`src/rtl/pipe_ctrl_pkg.sv`:
```
// Shared pipeline-control constants: per-register hold vectors, FSM states
// and the MEM > EX > ID stall priority encoder.
package pipe_ctrl_pkg;

   localparam logic [5:0]  STALL_NONE = 6'b000000;
   localparam logic [5:0]  STALL_ID   = 6'b000111;
   localparam logic [5:0]  STALL_EX   = 6'b001111;
   localparam logic [5:0]  STALL_MEM  = 6'b011111;
   localparam logic [31:0] ZeroWord   = '0;

   typedef enum logic [1:0] {
      ST_RUN,
      ST_DRAIN,
      ST_FLUSH
   } state_e;

   function automatic logic [5:0] stall_sel(input logic req_id,
                                            input logic req_ex,
                                            input logic req_mem);
      logic [5:0] code;
      code = STALL_NONE;
      if (req_mem)
         code = STALL_MEM;
      else if (req_ex)
         code = STALL_EX;
      else if (req_id)
         code = STALL_ID;
      return code;
   endfunction

endpackage

```
`src/rtl/pipe_ctrl.sv`:
```
// Pipeline hazard/exception controller: per-stage hold vector, one-cycle
// flush with redirect PC, total stall counter and sticky stall-run timeout.
module pipe_ctrl
   import pipe_ctrl_pkg::*;
#(
   parameter int unsigned TIMEOUT_LIMIT = 255,
   parameter int unsigned CNT_W         = 32
) (
   input  logic             clk,
   input  logic             rst,
   input  logic             stallreq_id,
   input  logic             stallreq_ex,
   input  logic             stallreq_mem,
   input  logic             excp_valid,
   input  logic [31:0]      excp_pc,
   output logic [5:0]       stall,
   output logic             flush,
   output logic [31:0]      new_pc,
   output logic [CNT_W-1:0] stall_cnt,
   output logic             stall_timeout
);

   localparam int unsigned RUN_W = (TIMEOUT_LIMIT < 2) ? 1 : $clog2(TIMEOUT_LIMIT + 1);
   localparam logic [RUN_W-1:0] RUN_MAX = RUN_W'(TIMEOUT_LIMIT);

   state_e           state_q, state_d;
   logic [31:0]      pend_pc_q, pend_pc_d;
   logic [CNT_W-1:0] cnt_q, cnt_d;
   logic [RUN_W-1:0] run_q, run_d;
   logic             timeout_q, timeout_d;
   logic             stall_act;

   always_comb begin
      stall     = STALL_NONE;
      flush     = 1'b0;
      state_d   = state_q;
      pend_pc_d = pend_pc_q;

      case (state_q)
         ST_RUN: begin
            if (excp_valid) begin
               pend_pc_d = excp_pc;
               stall     = STALL_MEM;
               state_d   = stallreq_mem ? ST_DRAIN : ST_FLUSH;
            end else begin
               stall = stall_sel(stallreq_id, stallreq_ex, stallreq_mem);
            end
         end
         ST_DRAIN: begin
            stall = STALL_MEM;
            if (!stallreq_mem)
               state_d = ST_FLUSH;
         end
         ST_FLUSH: begin
            flush   = 1'b1;
            state_d = ST_RUN;
         end
         default: state_d = ST_RUN;
      endcase

      // Reset masks the decoder so nothing is held or flushed while rst is high.
      if (rst) begin
         stall = STALL_NONE;
         flush = 1'b0;
      end

      stall_act = (stall != STALL_NONE);
      cnt_d     = (stall_act && (cnt_q != '1)) ? cnt_q + CNT_W'(1) : cnt_q;
      if (!stall_act)
         run_d = '0;
      else if (run_q == RUN_MAX)
         run_d = run_q;
      else
         run_d = run_q + RUN_W'(1);
      timeout_d = timeout_q | (run_q == RUN_MAX);
   end

   always_ff @(posedge clk) begin
      if (rst) begin
         state_q   <= ST_RUN;
         pend_pc_q <= ZeroWord;
         cnt_q     <= '0;
         run_q     <= '0;
         timeout_q <= 1'b0;
      end else begin
         state_q   <= state_d;
         pend_pc_q <= pend_pc_d;
         cnt_q     <= cnt_d;
         run_q     <= run_d;
         timeout_q <= timeout_d;
      end
   end

   assign new_pc        = pend_pc_q;
   assign stall_cnt     = cnt_q;
   assign stall_timeout = timeout_q;

endmodule

```
`config.mk`:
```
export PLATFORM = sky130hd
export DESIGN_NAME = pipe_ctrl
export DESIGN_NICKNAME = d
export VERILOG_FILES = /design/src/rtl/pipe_ctrl_pkg.sv /design/src/rtl/pipe_ctrl.sv
export SDC_FILE = /design/constraint.sdc
export NUM_CORES = 1
export LEC_CHECK = 0
export ABC_AREA = 1
export BUFFER_PORTS_ARGS = -buffer_cell sky130_fd_sc_hd__buf_2
export CAP_MARGIN = 20
export CORE_AREA = 4 4 106 83
export CTS_BUF_LIST = sky130_fd_sc_hd__clkbuf_16
export DETAILED_ROUTE_END_ITERATION = 12
export DIE_AREA = 0 0 110 87
export GPL_ROUTABILITY_DRIVEN = 0
export MAX_ROUTING_LAYER = met4
export PLACE_DENSITY = 0.75
export SYNTH_ARGS = -nofsm -noshare
export SYNTH_HDL_FRONTEND = slang
export SYNTH_SLANG_ARGS = --single-unit
```
`constraint.sdc`:
```
create_clock -name clk -period 2.38 [get_ports clk]
set_clock_uncertainty 0.15 [all_clocks]
set_input_delay 0.357 -clock clk [delete_from_list [all_inputs] [get_ports clk]]
set_output_delay 0.357 -clock clk [all_outputs]
set_load 0.02 [all_outputs]
```
### Word level (Yosys, flattened, before mapping)

Index checks and enable logic that the tools add are counted.

| word-level totals | value |
|---|---|
| register bits after elaboration | 75 |
| output and inout bits | 72 |
| input port bits | 38 |
| word-level logic and storage cells | 33 |

| cells by class | value |
|---|---|
| reduce and logical (&&, ||, !) cells | 6 |
| muxes and demuxes | 12 |
| bitwise operators | 2 |
| add/sub/neg operators | 2 |
| eq/ne operators | 6 |

Operators by type and width:

| kind | number |
|---|---|
| 32-bit by 1-bit adder with 32-bit output, second input constant | 1 |
| 32-bit inequality test, second input constant | 1 |
| 5-bit 2-to-1 mux | 2 |
| 5-bit case mux with 2 select lines | 1 |
| 8-bit by 1-bit adder with 8-bit output, second input constant | 1 |
| 8-bit == test, second input constant | 1 |
| 2-bit 2-to-1 mux | 3 |
| 6-bit 2-to-1 mux | 1 |
| 6-bit nonzero test | 1 |
| 4-bit 2-to-1 mux | 1 |
| 2-bit inequality test, second input constant | 2 |
| 2-bit case mux with 2 select lines | 1 |
| 2-bit AND reduction | 2 |
| 3-bit 2-to-1 mux | 1 |
| 2-bit by 1-bit == test with 1-bit output, second input constant | 1 |
| 2-bit == test, second input constant | 1 |
| 2-bit logical NOT | 1 |
| 1-bit 2-to-1 mux | 2 |
| 2-bit OR reduction | 1 |
| 1-bit logical AND | 1 |
| 1-bit inverter | 1 |
| 1-bit bitwise OR | 1 |

### Depth between registers and ports, before layout

Gate-level depths: netlist of the first run.

| logic depth | value |
|---|---|
| depth in word-level cells | 9 |
| gate-level depth with buffers | 11 |
| depth with buffers taken out | 10 |

### Worst setup path before layout of the first run

Ideal clock, no wire load.

| timing path | value |
|---|---|
| path type | flip-flop to flip-flop |
| from | register cnt_q[0], in the netlist stall_cnt[0] |
| to | register cnt_q[13], in the netlist stall_cnt[13] |
| data required time | 2.087 ns |
| clock period less this slack | 1.984 ns |
| setup time | 0.143 ns |
| path slack | 0.396 ns |
| data arrival time | 1.691 ns |
| stages on the path, launching flop included | 12 |
| path buffers | 1 |
| cell sequence | dfxtp_1 ha_1 nand2_2 nor2_4 nand2_4 nor2_8 nand2_4 nand2_8 inv_4 buf_6 nand2_1 a21oi_2 |

| on the way | value |
|---|---|
| word-level cells in the longest chain between the ends | 2 |
| elaborated cells on any way between the ends | 3 |
| classes of those cells | 1 x add/sub; 1 x eq/ne; 1 x reduce/logical |

Ends and longest elaborated chain:

| item | line | RTL |
|---|---|---|
| start: declaration | pipe_ctrl.sv:28 | `logic [CNT_W-1:0] cnt_q, cnt_d;` |
| start signal: assignment | pipe_ctrl.sv:88 | `cnt_q <= cnt_d;` |
| branches (longest 2 deep; another with 32-bit by 1-bit adder with 32-bit output) | n/a |  |

Several ways; the timed one is not identified.
A chain may end at the register's enable or synchronous reset.

### Worst setup path after layout of the first run

| timing path | value |
|---|---|
| from | register cnt_q[1], in the netlist stall_cnt[1] |
| to | register cnt_q[15], in the netlist stall_cnt[15] |

Same word-level chain as after synthesis.

==> flow_summary.yaml, run 1 <==
power_and_ir_drop:
  power.density_mw_per_mm2: 672.3
  leakage_uw: 0.002126
  power.ir.vdd_worst_uv: 445.9
floorplan:
  floorplan.initialDensity: 0.4863
  fp.dieArea_sq_mm: 0.009570
  ioPinCount: 110
  placeableCoreArea_sq_mm: 0.007742
  rows: 28
  fp.dieH_um: 87
  dieWidth_um: 110
layout:
  sequential_cell_area_sq_mm: 0.001501
  fill_cells: 702
  nNetsFinal: 694
  areaGrowthSynthToFinish_pct: 24.09
  multiInputGateArea_sq_mm: 0.001987
  layout-drive-gt1-share: 0.2736
  insertedDiodeCount: 0
  final_cells: 763
timing:
  post-route-min-period_ns: 2.031
  maxClockFrequency_mhz: 492.3
  layout_worst_path_cycle_share: 0.8535
  timing.hold.ws_ns: 0.06097
  grt_setup_unrepaired: "false"
  finalHoldViolations: 0
  finalMaxSlewViolations: 0
  tns_ns: 0
  setup-violations-final: 0
worst_setup_path:
  critical_path.cell_chain: "ha_1, nand2_2, nor2_4, nand2_4, nor2_8, nand2_4, nand2_8, inv_4, nand2_1, a21oi_2"
  reg2reg_depth: 10
  crit_end: "stall_cnt[15]"
  worstPathArrival_ns: 2.09
  worst-path-max-fanout: 27
  critPathRequiredTime_ns: 2.44
  crit_path_start: "stall_cnt[1]"
  worst-setup-path-type: "reg -> reg"
  timing.rr.end: "stall_cnt[15]"
  reg2reg_setup_slack_ns: 0.35
  cp_slowest_cell: "sky130_fd_sc_hd__dfxtp_1"
  worst_setup_path_end_kind: "flop"
  start_kind: "flop"
  worst_r2r_startpoint: "stall_cnt[1]"
  cpMostUsedCell: "sky130_fd_sc_hd__nand2_4"
  critical_path.max_stage_delay_ns: 0.36
logic_synthesis:
  ys_seq_area_frac: 0.3988
  synthesis.nets: 589
  synth_seq_cells: 75
  mappedNetlistArea_sq_mm: 0.003765
  postSynthCellCount: 549
  yosys_warnings: 0
  synth.avg_cell_area_sq_um: 6.858
  ys_types: 33
clocking:
  htreeDepth: 3
  worst_skew_pair.late_latency_ns: 0.33
  post-cts-setup-buffer-count: 0
  clk_pin_slew_ns: 0.06
  cts.sink_count: 75
  ctsRootBufferMaster: "sky130_fd_sc_hd__clkbuf_16"
  cts.path.max_buffers: 2
  cts-buffers-inserted: 9
  number_of_cells_upsized_or_downsized_after_cts: 0
  cts_hold_fix_bufs: 0
  tritoncts: "built"
run_status:
  outcome: "finished, final reports clean"
placed_design:
  post-place-cells: 748
  dp_hpwl_mm: 7.204
  io_buffers: 108
grt:
  vias_in_the_first_global_route: 3547
  grt_max_degree: 41
  grt_util_all_layers: 0.2159
  grt_pass1_wl_mm: 16.00
  grt_antenna_before_repair: 0
  grt-ovfl-total: 0
drt:
  antenna_violating_nets_post_route: 0
  drc_violations_left: 0
  avgViaCountPerCell: 4.925
  dr.pass1.iters: 5
  drt_wl_total_mm: 9.666
  avgRoutedWirePerCell_um: 12.67
  detailedRoute.firstIterationViolations: 278
  vias: 3758
run:
  maxCapViolations: 0
hold_path:
  timing.hold.worst.class: "in -> reg"
==> report_power, final <==
group          total [uW]  internal [uW]  leakage [uW]  switching (uW)
Clock                1450            916      0.000150             538
Combinational         345            114       0.00136             231
Sequential           1340           1310      0.000613            30.1
Total                3140           2340       0.00213             799
==> worst max-delay path, delay by kind of cell, from the launching register on <==
kind / cells / cell delay (ns)
flops: 1 / 0.36
buf+inv: 1 / 0.16
fa+ha+maj: 1 / 0.21
simple gates: 7 / 0.96
compound gates: 1 / 0.05
==> per-stage QoR <==
stage | setup slack (ns) | area, sq um | total power, uW | utilization
floorplan | 0.3955 | 3765 | 1607 | -
CTS | 0.3472 | 4672 | 3164 | 0.6034
detailed placement | 0.3628 | 4358 | 1716 | 0.5629
finish | 0.3487 | 4672 | 3141 | 0.6034
global route | 0.2413 | 4672 | 3264 | 0.6034
global placement | 0.4492 | 4358 | 1707 | 0.5629
==> metal layers <==
metal,wire length [um],global-route usage,vias to the layer above
met5,0,-,-
met1,4440,0.2822,1689
met4,57,0.05096,0
met2,4332,0.3260,139
met3,836,0.06820,7
li1,-,-,1923
==> cells by family after synthesis <==
logic type | Yosys count | synth area share
flip-flops | 75 | 0.3988
AO/OA/AOI/OAI | 72 | 0.1173
XOR/XNOR | 15 | 0.03490
AND/OR/NAND/NOR | 325 | 0.3679
adder cells (fa/ha/maj) | 2 | 0.006646
other | 1 | 0.0009961
buffers and inverters | 59 | 0.07345
==> registers in the layout, indices dropped and copies added, names as in the netlist <==
name and count:
stall_cnt 32, new_pc 32, run_q 8, stall_timeout 1, state_q 2
==> worst min path at each step <==
| stage | slack, ns | startpoint | cells past startpoint | end |
|---|---|---|---|---|
| after floorplan | 0.28 | stallreq_mem | 1 | state_q[1] |
| after global placement | 0.30 | stall_timeout | 2 | stall_timeout |
| after detailed placement | 0.31 | stall_timeout | 2 | stall_timeout |
| after CTS | 0.05 | stallreq_mem | 2 | state_q[1] |
| after global routing | 0.05 | stallreq_mem | 2 | state_q[1] |
| final | 0.06 | stallreq_mem | 2 | state_q[1] |
==> cells in the mapped netlist (all sizes together) <==
master	count	area, sq um
xor2	9	78.83
a31oi	1	6.260
xnor2	6	52.55
clkbuf	11	41.29
nand4	3	18.77
nand3	19	95.09
a21oi	28	215.2
nand3b	2	15.01
nand2	155	650.6
nor3	3	15.01
o31ai	1	7.510
o21ai	41	205.2
dfxtp	75	1501
or2	1	6.260
nor2	142	584.3
ha	2	25.02
o21bai	1	7.510
buf	10	90.08
conb	1	3.750
inv	38	145.1
==> placed cells by master (no fill, tap or decap), types with 5 or more instances in the layout <==
cell | synthesis | final
sky130_fd_sc_hd__nor2_2 | 5 | 5
sky130_fd_sc_hd__dfxtp_1 | 75 | 75
sky130_fd_sc_hd__xor2_1 | 9 | 9
sky130_fd_sc_hd__nand2_2 | 15 | 15
sky130_fd_sc_hd__inv_1 | 35 | 35
sky130_fd_sc_hd__nand2_1 | 137 | 137
sky130_fd_sc_hd__o21ai_0 | 41 | 41
sky130_fd_sc_hd__nand3_1 | 19 | 19
sky130_fd_sc_hd__a21oi_1 | 8 | 8
sky130_fd_sc_hd__a21oi_2 | 20 | 20
sky130_fd_sc_hd__nor2_1 | 133 | 133
sky130_fd_sc_hd__clkbuf_16 | 0 | 9
sky130_fd_sc_hd__buf_2 | 2 | 108
sky130_fd_sc_hd__xnor2_1 | 6 | 6
sky130_fd_sc_hd__buf_4 | 3 | 7
==> area by class of cell <==
cell class	count	area share
repair buffers	115	0.1269
flip-flops and latches	75	0.3214
clock inverters	6	0.01901
well taps	105	0.02812
multi-input cells	415	0.4253
inverters	38	0.03107
clock buffers	9	0.04821
Power figures use the tool's default switching activity.
==> inputs of run 2 (changes only) <==
--- a/config.mk
+++ b/config.mk
@@ -9,7 +9,7 @@
 export BUFFER_PORTS_ARGS = -buffer_cell sky130_fd_sc_hd__buf_2
 export CAP_MARGIN = 20
 export CORE_AREA = 4 4 106 83
-export CTS_BUF_LIST = sky130_fd_sc_hd__clkbuf_16
+export CTS_BUF_LIST = sky130_fd_sc_hd__clkbuf_8
 export DETAILED_ROUTE_END_ITERATION = 12
 export DIE_AREA = 0 0 110 87
 export GPL_ROUTABILITY_DRIVEN = 0
==> run 2 against run 1 <==
  * First-iteration DRC count shrank 8.3%
  * Critical path depth is the same
  * Power shrank 11%
  * Largest cell class unchanged
  * Largest power group is now sequential cells
==> flow_summary.yaml, run 2 (same netlist as run 1, synthesis figures left out) <==
run_status:
  outcome: "finished, final reports clean"
worst_setup_path:
  crit_path_start: "stall_cnt[1]"
  worstPathArrival_ns: 2.12
  worst_setup_path_end_kind: "flop"
  start_kind: "flop"
  worst-path-max-fanout: 27
  critPathRequiredTime_ns: 2.46
  worst-setup-path-type: "reg -> reg"
  worst_r2r_startpoint: "stall_cnt[1]"
timing:
  setup-violations-final: 0
  maxClockFrequency_mhz: 489.9
  grt_setup_unrepaired: "false"
  finalMaxSlewViolations: 0
  post-route-min-period_ns: 2.041
  layout_worst_path_cycle_share: 0.8577
  finalHoldViolations: 0
  tns_ns: 0
  timing.hold.ws_ns: 0.04250
clocking:
  cts.sink_count: 75
  worst_skew_pair.late_latency_ns: 0.35
  tritoncts: "built"
  cts-buffers-inserted: 9
  ctsRootBufferMaster: "sky130_fd_sc_hd__clkbuf_8"
  number_of_cells_upsized_or_downsized_after_cts: 0
  cts_hold_fix_bufs: 0
  htreeDepth: 3
  cts.path.max_buffers: 2
  post-cts-setup-buffer-count: 0
  clk_pin_slew_ns: 0.08
run:
  maxCapViolations: 0
floorplan:
  fp.dieH_um: 87
  ioPinCount: 110
  placeableCoreArea_sq_mm: 0.007742
  rows: 28
  floorplan.initialDensity: 0.4863
  dieWidth_um: 110
  fp.dieArea_sq_mm: 0.009570
power_and_ir_drop:
  power.density_mw_per_mm2: 610.9
  power.ir.vdd_worst_uv: 438.9
  post-layout-total-power_uw: 2798
  leakage_uw: 0.002085
grt:
  grt-ovfl-total: 0
  grt_pass1_wl_mm: 15.93
  grt_util_all_layers: 0.2145
  vias_in_the_first_global_route: 3504
  grt_antenna_before_repair: 0
  grt_max_degree: 41
hold_path:
  hold_path_startpoint: "stallreq_mem"
  timing.hold.worst.class: "in -> reg"
drt:
  drt_wl_total_mm: 9.579
  avgViaCountPerCell: 4.885
  routed-wl-met3_um: 708
  antenna_violating_nets_post_route: 0
  drc_violations_left: 0
  avgRoutedWirePerCell_um: 12.55
  met2_wirelength_mm: 4.266
  vias: 3727
  top_layer: "met4"
  detailedRoute.firstIterationViolations: 255
  m1WireLength_mm: 4.537
  dr.pass1.iters: 4
layout:
  stdcell_area_sq_mm: 0.004581
  layout.cells.most_common_list: "137 x sky130_fd_sc_hd__nand2_1, 133 x sky130_fd_sc_hd__nor2_1, 108 x sky130_fd_sc_hd__buf_2"
  areaGrowthSynthToFinish_pct: 21.67
  nNetsFinal: 694
  layout-drive-gt1-share: 0.2751
  insertedDiodeCount: 0
  final_common_cell: "sky130_fd_sc_hd__nand2_1"
placed_design:
  place_area_sq_mm: 0.004358
  dp_hpwl_mm: 7.204
  io_buffers: 108
==> run 2: cell types whose count changed in the layout (fill, tap and decap cells not counted) <==
cell	change
sky130_fd_sc_hd__clkbuf_16	-9
sky130_fd_sc_hd__clkbuf_8	+10
sky130_fd_sc_hd__clkinv_1	-1
==> run 2: critical path: stages (launching register included) <==
cell	delay, ns
sky130_fd_sc_hd__dfxtp_1	0.37
sky130_fd_sc_hd__ha_1	0.21
sky130_fd_sc_hd__nand2_2	0.08
sky130_fd_sc_hd__nor2_4	0.17
sky130_fd_sc_hd__nand2_4	0.12
sky130_fd_sc_hd__nor2_8	0.16
sky130_fd_sc_hd__nand2_4	0.10
sky130_fd_sc_hd__nand2_8	0.21
sky130_fd_sc_hd__inv_4	0.16
sky130_fd_sc_hd__nand2_1	0.12
sky130_fd_sc_hd__a21oi_2	0.05
==> run 2: path summary, 6_finish.rpt <==
path | endpoint | slack [ns] | cells past startpoint
max | stall_cnt[15] | 0.34 | 10
min | state_q[1] | 0.04 | 2
max reg2reg | stall_cnt[15] | 0.34 | 10
min reg2reg | stall_timeout | 0.32 | 2
==> run 2: report_power, final <==
part,switching [uW],internal (uW)
clock network,493,621
logic,231,114
registers,30.3,1310
total,754,2040
==> run 2: stage by stage <==
step                setup slack (ns)    util  std cells
detailed placement            0.3628  0.5629        748
CTS                           0.3363  0.5916        763
floorplan                     0.3955       -        549
global placement              0.4492  0.5629        748
global route                  0.2187  0.5916        763
finish                        0.3387  0.5916        763
==> run 2: area by class of cell <==
| type | count | area [sq um] |
|---|---|---|
| fillers | 720 | 3162 |
| multi-input cells | 415 | 1987 |
| flip-flops and latches | 75 | 1501 |
| repair buffers | 115 | 593.1 |
| inverters | 38 | 145.1 |
| clock buffers | 10 | 137.6 |
| well taps | 105 | 131.4 |
| clock inverters | 5 | 85.08 |
==> run 2: metal layers <==
metal | up-vias | global-route usage
met5 | - | -
met4 | 0 | 0.05549
met3 | 6 | 0.05782
met2 | 114 | 0.3249
met1 | 1689 | 0.2838
li1 | 1918 | -
==> inputs of run 3 (changes only) <==
--- a/config.mk
+++ b/config.mk
@@ -6,15 +6,15 @@
 export NUM_CORES = 1
 export LEC_CHECK = 0
 export ABC_AREA = 1
-export BUFFER_PORTS_ARGS = -buffer_cell sky130_fd_sc_hd__buf_2
 export CAP_MARGIN = 20
 export CORE_AREA = 4 4 106 83
 export CTS_BUF_LIST = sky130_fd_sc_hd__clkbuf_8
 export DETAILED_ROUTE_END_ITERATION = 12
 export DIE_AREA = 0 0 110 87
+export DONT_BUFFER_PORTS = 1
 export GPL_ROUTABILITY_DRIVEN = 0
 export MAX_ROUTING_LAYER = met4
-export PLACE_DENSITY = 0.75
+export PLACE_DENSITY = 0.62
 export SYNTH_ARGS = -nofsm -noshare
 export SYNTH_HDL_FRONTEND = slang
 export SYNTH_SLANG_ARGS = --single-unit
==> run 3 against run 2 <==
  * Register-to-register slack gained 0.03 ns
  * Global-route usage is 1.0 points lower
  * Critical endpoint is now stall[0]
  * Core utilization is 4.4 points lower
  * Worst setup slack improved by 0.013 ns
  * Sequential cell count unchanged
  * Cell area shrank 7.4%
  * Sequential power grew 5%
  * Critical path type is now reg -> out
  * Power is 9.4% lower
  * Largest power group unchanged
  * First-iteration DRC count down 42%
==> flow_summary.yaml, run 3 (same netlist as run 1, synthesis figures left out) <==
timing:
  finalMaxSlewViolations: 0
  setup-violations-final: 0
  post-route-min-period_ns: 2.029
  setup_ws_ns: 0.3514
  finalHoldViolations: 0
  maxClockFrequency_mhz: 493.0
  grt_setup_unrepaired: "false"
  tns_ns: 0
  layout_worst_path_cycle_share: 0.8524
  timing.hold.ws_ns: 0.02609
drt:
  detailedRoute.firstIterationViolations: 147
  dr.pass1.iters: 4
  avgRoutedWirePerCell_um: 13.67
  drc_violations_left: 0
  antenna_violating_nets_post_route: 0
  vias: 3366
  avgViaCountPerCell: 4.907
  drt_wl_total_mm: 9.381
power_and_ir_drop:
  internal-power_uw: 1768
  seqPwrFrac: 0.555
  power.switching_fraction: 0.3022
  power.density_mw_per_mm2: 597.4
  power.switching_uw: 765.9
  share_clk_of_total_power: 0.362
  power.ir.vdd_worst_uv: 332.4
  power.share.combinational: 0.083
  leakage_uw: 0.001714
placed_design:
  io_buffers: 0
  post-place-cells: 668
  worst_setup_slack_post_dpl_ns: 0.3983
  dp_hpwl_mm: 6.917
grt:
  grt_pass1_wl_mm: 15.06
  grt-ovfl-total: 0
  vias_in_the_first_global_route: 3132
  grt_util_all_layers: 0.2045
  grt_max_degree: 41
  grt_antenna_before_repair: 0
layout:
  final_common_cell: "sky130_fd_sc_hd__nand2_1"
  multiInputGateArea_sq_mm: 0.001987
  final_cells: 686
  finish.utilization: 0.5478
  layout.cells.most_common_list: "137 x sky130_fd_sc_hd__nand2_1, 133 x sky130_fd_sc_hd__nor2_1, 75 x sky130_fd_sc_hd__dfxtp_1"
  nNetsFinal: 616
  areaGrowthSynthToFinish_pct: 12.66
  fill_cells: 753
  insertedDiodeCount: 0
  layout-drive-gt1-share: 0.1773
  sequential_cell_area_sq_mm: 0.001501
floorplan:
  fp.dieArea_sq_mm: 0.009570
  dieWidth_um: 110
  placeableCoreArea_sq_mm: 0.007742
  ioPinCount: 110
  fp.dieH_um: 87
  rows: 28
  floorplan.initialDensity: 0.4863
run_status:
  outcome: "finished, final reports clean"
worst_setup_path:
  reg2reg_setup_slack_ns: 0.37
  worst_r2r_startpoint: "stall_cnt[0]"
  worst_setup_path_end_kind: "output port"
  crit_path_start: "state_q[1]"
  worstPathArrival_ns: 1.52
  worst-setup-path-type: "reg -> out"
  worst-path-max-fanout: 8
  start_kind: "flop"
  critPathRequiredTime_ns: 1.87
hold_path:
  hold_path_startpoint: "excp_pc[25]"
  timing.hold.worst.class: "in -> reg"
run:
  maxCapViolations: 0
clocking:
  clk_pin_slew_ns: 0.09
  cts.path.max_buffers: 2
  htreeDepth: 3
  cts-buffers-inserted: 9
  cts.sink_count: 75
  ctsRootBufferMaster: "sky130_fd_sc_hd__clkbuf_8"
  tritoncts: "built"
  worst_skew_pair.late_latency_ns: 0.34
-- run 3: what timing repair did --
action,4_1_cts,5_1_grt
buffers inserted,0,0
hold buffers,2,0
endpoints found under the hold margin,26,0
resized for setup,0,0
-- run 3: path summary, 6_finish.rpt --
check | endpoint | cells after the start
worst max-delay path | stall[0] | 4
worst min register to register | run_q[0] | 2
worst max register to register | stall_cnt[21] | 10
worst min-delay path | new_pc[25] | 2
-- run 3: layout make-up --
class | count | area share
multi-input cells | 415 | 0.4684
clock buffers | 9 | 0.02920
repair buffers | 37 | 0.06903
well taps | 105 | 0.03097
flip-flops and latches | 75 | 0.3540
clock inverters | 7 | 0.01416
inverters | 38 | 0.03422
-- run 3: stage by stage --
step           power [uW]  instance area, sq um
2_1_floorplan        1607                  3765
3_3_place_gp         1626                  4028
3_5_place_dp         1634                  4028
4_1_cts              2565                  4242
5_1_grt              2651                  4242
6_report             2534                  4242
-- run 3: per-layer routing --
layer,part of all wire,track usage,vias to the layer above
met5,0,-,-
met4,0.0050,0.03964,0
met3,0.095,0.06153,6
met2,0.44,0.2885,94
met1,0.46,0.2895,1496
li1,-,-,1770
-- run 3: worst max-delay path: stages (launching register included) --
cell	delay (ns)
sky130_fd_sc_hd__dfxtp_1	0.34
sky130_fd_sc_hd__nor2_2	0.17
sky130_fd_sc_hd__nand2_1	0.17
sky130_fd_sc_hd__inv_2	0.22
sky130_fd_sc_hd__buf_4	0.29
-- run 3: power by group through the flow --
stage	combinational, uW	clock [uW]	sequential, uW
2_1_floorplan	175	0	1430
3_3_place_gp	191	0	1440
3_5_place_dp	197	0	1440
4_1_cts	213	945	1410
5_1_grt	244	994	1410
6_report	211	917	1410
